`src/rtl/bus_initiator.sv`:
```
// -----------------------------------------------------------------------------
// bus_initiator
//
// Queues read/write commands in a small FIFO and replays them one at a time on
// a simple chip-select bus. Each transaction drives bus_cs for one cycle.
// Writes complete silently. Reads wait for the responder's data, capture it
// into a response register and hold it there until the consumer takes it.
//
// Parameters
//   CMD_DEPTH     command FIFO entries (power of 2, >= 2)
//   READ_LATENCY  edges from the end of the cs cycle to bus_rdata valid (1..3)
//
// Ports
//   clk, rst                   clock and synchronous active-high reset
//   cmd_valid/cmd_ready        command handshake
//   cmd_we/cmd_addr/cmd_wdata  command payload (1=write; wdata unused on reads)
//   bus_cs/bus_we/bus_addr     bus transaction outputs (held when bus_cs=0)
//   bus_wdata                  bus write data
//   bus_rdata                  responder read data
//   rsp_valid/rsp_ready        read-response handshake
//   rsp_data/rsp_addr          captured read data and its address
//   busy                       FIFO non-empty or a transaction in flight
//   txn_count                  bus transactions issued, wraps at 16 bits
//
// Build option
//   BUS_INIT_TRACE_EN  when defined, prints one trace line per issued
//                      transaction and one per captured read.
// -----------------------------------------------------------------------------
module bus_initiator #(
  parameter int CMD_DEPTH    = 4,
  parameter int READ_LATENCY = 1
) (
  input  logic        clk,
  input  logic        rst,
  input  logic        cmd_valid,
  output logic        cmd_ready,
  input  logic        cmd_we,
  input  logic [31:0] cmd_addr,
  input  logic [31:0] cmd_wdata,
  output logic        bus_cs,
  output logic        bus_we,
  output logic [31:0] bus_addr,
  output logic [31:0] bus_wdata,
  input  logic [31:0] bus_rdata,
  output logic        rsp_valid,
  input  logic        rsp_ready,
  output logic [31:0] rsp_data,
  output logic [31:0] rsp_addr,
  output logic        busy,
  output logic [15:0] txn_count
);

  localparam int          AW         = $clog2(CMD_DEPTH);
  localparam logic [AW:0] FULL_COUNT = (AW + 1)'(CMD_DEPTH);
  localparam logic [1:0]  WAIT_INIT  = 2'(READ_LATENCY - 1);

  localparam logic [1:0] ST_IDLE  = 2'd0;
  localparam logic [1:0] ST_ISSUE = 2'd1;
  localparam logic [1:0] ST_WAIT  = 2'd2;
  localparam logic [1:0] ST_RESP  = 2'd3;

  logic [1:0]    state;
  logic [1:0]    wait_cnt;
  logic [64:0]   fifo_mem [CMD_DEPTH];
  logic [AW-1:0] wr_ptr;
  logic [AW-1:0] rd_ptr;
  logic [AW:0]   count;
  logic          full;
  logic          empty;
  logic          push;
  logic          pop;
  logic [64:0]   head;

  // Status decoding. cmd_ready depends only on the registered count, so a pop
  // on the same edge can never make room for a push into a full FIFO.
  assign full      = (count == FULL_COUNT);
  assign empty     = (count == '0);
  assign cmd_ready = !full && !rst;
  assign push      = cmd_valid && cmd_ready;
  assign pop       = (state == ST_IDLE) && !empty;
  assign head      = fifo_mem[rd_ptr];
  assign busy      = !empty || (state != ST_IDLE);

  // FIFO storage: entries are {we, addr, wdata}. No reset needed because the
  // pointers and count decide which entries are meaningful.
  always_ff @(posedge clk) begin
    if (push)
      fifo_mem[wr_ptr] <= {cmd_we, cmd_addr, cmd_wdata};
  end

  // FIFO pointers and occupancy. An entry pushed into an empty FIFO only
  // becomes visible to the FSM through count on the following edge.
  always_ff @(posedge clk) begin
    if (rst) begin
      wr_ptr <= '0;
      rd_ptr <= '0;
      count  <= '0;
    end else begin
      if (push)
        wr_ptr <= wr_ptr + 1'b1;
      if (pop)
        rd_ptr <= rd_ptr + 1'b1;
      if (push && !pop)
        count <= count + 1'b1;
      else if (pop && !push)
        count <= count - 1'b1;
    end
  end

  // Transaction sequencer. IDLE pops and loads the bus registers, ISSUE is the
  // single bus_cs cycle, WAIT counts down the remaining read latency and
  // captures bus_rdata on its final edge, RESP holds the result until taken.
  // Returning to IDLE before the next pop guarantees bus_cs never repeats on
  // consecutive cycles.
  always_ff @(posedge clk) begin
    if (rst) begin
      state     <= ST_IDLE;
      wait_cnt  <= '0;
      bus_cs    <= 1'b0;
      bus_we    <= 1'b0;
      bus_addr  <= '0;
      bus_wdata <= '0;
      rsp_valid <= 1'b0;
      rsp_data  <= '0;
      rsp_addr  <= '0;
      txn_count <= '0;
    end else begin
      case (state)
        ST_IDLE: begin
          if (!empty) begin
            bus_cs    <= 1'b1;
            bus_we    <= head[64];
            bus_addr  <= head[63:32];
            bus_wdata <= head[31:0];
            state     <= ST_ISSUE;
          end
        end
        ST_ISSUE: begin
          bus_cs    <= 1'b0;
          txn_count <= txn_count + 16'd1;
          if (bus_we) begin
            state <= ST_IDLE;
          end else begin
            wait_cnt <= WAIT_INIT;
            state    <= ST_WAIT;
          end
        end
        ST_WAIT: begin
          if (wait_cnt == 2'd0) begin
            rsp_data  <= bus_rdata;
            rsp_addr  <= bus_addr;
            rsp_valid <= 1'b1;
            state     <= ST_RESP;
          end else begin
            wait_cnt <= wait_cnt - 2'd1;
          end
        end
        ST_RESP: begin
          if (rsp_ready) begin
            rsp_valid <= 1'b0;
            state     <= ST_IDLE;
          end
        end
        default: state <= ST_IDLE;
      endcase
    end
  end

`ifdef BUS_INIT_TRACE_EN
  // Simulation trace: one line per bus_cs cycle, one per captured read.
  always_ff @(posedge clk) begin
    if (!rst && bus_cs)
      $display("[BUS-INIT] %s Addr: %h Data: %h", bus_we ? "WR" : "RD",
               bus_addr, bus_wdata);
    if (!rst && state == ST_WAIT && wait_cnt == 2'd0)
      $display("[BUS-INIT] RD Addr: %h Data: %h", bus_addr, bus_rdata);
  end
`else
  // Trace disabled: no simulation output, identical cycle behaviour.
`endif

endmodule

```
`config.mk`:
```
export PLATFORM = sky130hd
export DESIGN_NAME = bus_initiator
export DESIGN_NICKNAME = d
export VERILOG_FILES = /design/src/rtl/bus_initiator.sv
export SDC_FILE = /design/constraint.sdc
export NUM_CORES = 1
export LEC_CHECK = 0
export BUFFER_PORTS_ARGS = -buffer_cell sky130_fd_sc_hd__buf_2
export CAP_MARGIN = 25
export CORE_MARGIN = 5
export CORE_UTILIZATION = 55
export DETAILED_ROUTE_END_ITERATION = 16
export PLACE_DENSITY = 0.82
export SKIP_CTS_REPAIR_TIMING = 1
export SLEW_MARGIN = 0
export SYNTH_ARGS = -nofsm -noshare
export SYNTH_HDL_FRONTEND = slang
export SYNTH_SLANG_ARGS = --single-unit
```
`constraint.sdc`:
```
create_clock -name clk -period 4 [get_ports clk]
set_input_delay 0.2 -clock clk [delete_from_list [all_inputs] [get_ports clk]]
set_output_delay 0.2 -clock clk [all_outputs]
set_load 0.05 [all_outputs]
```
==> metrics.md <==
| Metric | Value |
|---|---|
| Yosys top cell by area | `edfxtp_1` |
| CP Launch Point | `count[0]` |
| Synth-to-Final Area Change | `25.4%` |
| Logic pwr share | `29.2%` |
| VDD IR-drop max | `0.488 mV` |
| PortBufs | `249` |
| Nets | `1,503` |
| Core area | `27,000 µm²` |
| Post-route design area | `19,000 µm²` |
| Seq pwr share | `42.2%` |
| Syn. warnings | `0` |
| Share of cells above drive strength 1 | `27.7%` |
| FF-to-FF path depth | `8` |
| Worst min path class | `primary input to flip-flop` |
| DIE WIDTH | `176 µm` |
| Tot Pwr | `13.4 mW` |
| Layout Skew | `0.0209 ns` |
| CP endpoint kind | `flip-flop` |
| Number of cells on the critical path | `8` |
| Main flop type after synthesis | `edfxtp_1` |
| Int Power | `8.57 mW` |
| Row cnt | `60` |
| Post-synth design cell area | `15,100 µm²` |
| Die Y | `176 µm` |
| DRT antenna net count | `0` |
| Slowest cell delay on critical path | `0.54 ns` |
| Max transition margin | `32.3%` |
| Max-cap violations | `0` |
| Largest net degree at the start of global routing | `84` |
| Worst-path clk slew | `0.06 ns` |
| H-tree depth | `2` |
| CTS max path bufs | `3` |
| Seq/Total Area, Yosys | `72.5%` |
| Final HPWL DP | `20.2 mm` |
| Gr ovfl total | `0` |
| Most common cell in the netlist | `nand2_1` |
| Crit path arrival time | `2.90 ns` |
| Avg Cell Area, Syn | `14.2 µm²` |
| Clock latency on the worst-skew pair | `0.53 ns` |
| Setup violations, final | `0` |
| Post-Syn Nets | `1,171` |
| Status | `finished, final reports clean` |
| Total track usage | `21.1%` |
| Setup TNS | `0 ns` |
| Pwr/cell area | `706 nW/µm²` |
| CP required | `4.44 ns` |
| WP buf/inv | `1` |
| Drt drc | `0` |
| Drt first pass iters | `5` |
| FILL cells | `1,776` |
| Number of global-route vias before repair | `9,418` |
| Cell Chain, Critical Path | `nor2_1 -> a211oi_2 -> ha_1 -> inv_1 -> fa_1 -> xor2_1 -> or3_1 -> a21oi_1` |
| Worst r2r src | `count[0]` |
| DR WL/cell | `19.8 µm` |
| CTS tree | `yes` |
| Slowest-stage cell, CP | `a211oi_2` |
| WHS | `0.0102 ns` |
| Switching share of total power | `36.0%` |
| Post-synth top cells | `nand2_1, edfxtp_1, dfxtp_1` |
| Share of the synthesized area in the top cell type | `51.6%` |
| Antenna violations before repair | `1` |
| Largest cells by area after synthesis | `edfxtp_1, dfxtp_1, mux4_2` |
| Initial Util | `56.0%` |
| CTS buffer count | `41` |
| Fmax | `407 MHz` |
| Post-synth EDFFs | `260` |
| Io pins | `250` |
| Final Cycle Share | `61.5%` |
| Grt met1 use | `27.0%` |
| End-of-flow core utilization | `70.2%` |
| CP endpoint | `count[2]` |
| Clk root buf | `clkbuf_16` |
| Library cells used by synthesis | `39` |
| Crit path max-delay family | `compound AO/OA/AOI/OAI gates` |
| Area after DPL | `16,600 µm²` |
| Reg2reg setup slack | `1.54 ns` |
| FF+latch count, synth | `418` |
| Measured slew at the worst slew-check pin | `1.02 ns` |
| GRT Max-Usage Layer | `met2` |
| Met2 usage | `35.8%` |
| Ys async rst share | `0%` |
| GPL Wtd Cong | `0.809` |
| Met3 usage | `4.86%` |
| Period minus WS final | `2.46 ns` |
| Cell count after synthesis | `1,062` |
| Max-slew violations | `0` |
| Via density | `5.50` |
| DRT Wirelength | `35.0 mm` |
| Part of the power in the clock network | `28.6%` |
| WS Path Type | `flip-flop to flip-flop` |
| First-pass GRT wire length | `51.2 mm` |
| Worst Path Max Fanout | `8` |
| Via count | `9,736` |
| Leak | `6.98 nW` |
| Switching pwr | `4.83 mW` |
| RSZ-0062 raised after global routing | `false` |
| Drt initial violations | `728` |
| Final hold vios | `0` |
| Die area | `30,900 µm²` |
| R2r endpoint | `count[2]` |
| Clk sinks | `418` |
| Crit path launch type | `flip-flop` |
==> per-layer routing <==
metal | wire [µm] | vias up
li1 | - | 4512
met1 | 14000 | 4734
met2 | 17500 | 414
met3 | 2410 | 74
met4 | 1030 | 2
met5 | 7 | -
==> stage by stage <==
step,setup slack (ns),std cells
2_1_floorplan,1.08,1062
3_3_place_gp,1.51,1595
3_5_place_dp,1.41,1595
4_1_cts,1.52,1671
5_1_grt,1.31,1768
6_report,1.54,1769
==> cell families (layout without fill, tap and decap cells) <==
| kind of cell | after synthesis | after routing | synth area share [%] |
|---|---|---|---|
| AO/OA/AOI/OAI | 151 | 151 | 5.13 |
| adder cells (fa/ha/maj) | 8 | 8 | 0.711 |
| flip-flops | 418 | 418 | 72.5 |
| AND/OR/NAND/NOR | 331 | 331 | 8.92 |
| multiplexers | 67 | 67 | 9.81 |
| buffers and inverters | 71 | 436 | 1.97 |
| XOR/XNOR | 16 | 16 | 0.927 |
| other | 0 | 1 | 0 |
==> layout make-up <==
class | count | area, µm² | area share, %
inverters | 8 | 30.0 | 0.158
diodes | 1 | 2.50 | 0.0132
flip-flops and latches | 418 | 11000 | 57.9
well taps | 341 | 427 | 2.25
multi-input cells | 573 | 3880 | 20.5
clock buffers | 65 | 1280 | 6.77
repair buffers | 352 | 2280 | 12.0
clock inverters | 11 | 90.1 | 0.475
==> cell usage in the layout (no fill, tap or decap), types with 2 or more instances in the layout <==
master / count
or3_1: 4
xor2_1: 9
and2_4: 4
nand2_1: 268
clkinv_2: 6
mux2i_1: 2
clkbuf_8: 6
nand3b_1: 2
dlygate4sd3_1: 97
nand2b_1: 2
xnor2_1: 7
o31ai_1: 2
and4_1: 2
nor2_1: 25
ha_1: 7
buf_2: 248
edfxtp_1: 260
a21oi_1: 142
dfxtp_4: 2
clkinv_4: 2
inv_1: 7
clkbuf_1: 12
clkbuf_16: 46
buf_4: 6
dfxtp_1: 156
nor3_1: 4
nand3_1: 5
mux4_2: 65
o21ai_0: 4
nand4_1: 5
==> worst register-to-register path: stages (launching register included) <==
cell and delay [ns]:
dfxtp_1 0.42, nor2_1 0.10, a211oi_2 0.54, ha_1 0.28, inv_1 0.06, fa_1 0.37, xor2_1 0.18, or3_1 0.31
a21oi_1 0.14
==> power by group through the flow <==
stage	registers [mW]	clock network (mW)	logic, mW
finish	5.65	3.83	3.92
global route	5.73	4.10	4.18
CTS	5.66	3.90	3.86
detailed placement	5.74	0	3.84
global placement	5.71	0	3.77
floorplan	6.84	0	1.70
==> worst min path at each step <==
stage,from,end,slack (ns),cells past startpoint
final,rsp_ready,rsp_valid,0.01,4
after global routing,rsp_ready,state[0],0.03,4
after CTS,cmd_wdata[18],fifo_mem[0][18],-0.14,1
after detailed placement,cmd_we,fifo_mem[2][64],0.42,1
after global placement,cmd_wdata[3],fifo_mem[2][3],0.41,1
after floorplan,cmd_wdata[0],fifo_mem[0][0],0.30,0
==> flip-flops by register name, summed over array words and instances, names as in the netlist, named ones only <==
signal / count
fifo_mem: 260
bus_addr: 32
bus_wdata: 32
rsp_addr: 32
rsp_data: 32
txn_count: 16
count: 3
rd_ptr: 2
wait_cnt: 2
wr_ptr: 2
bus_cs: 1
bus_we: 1
rsp_valid: 1
state: 1
Power figures use the tool's default switching activity.
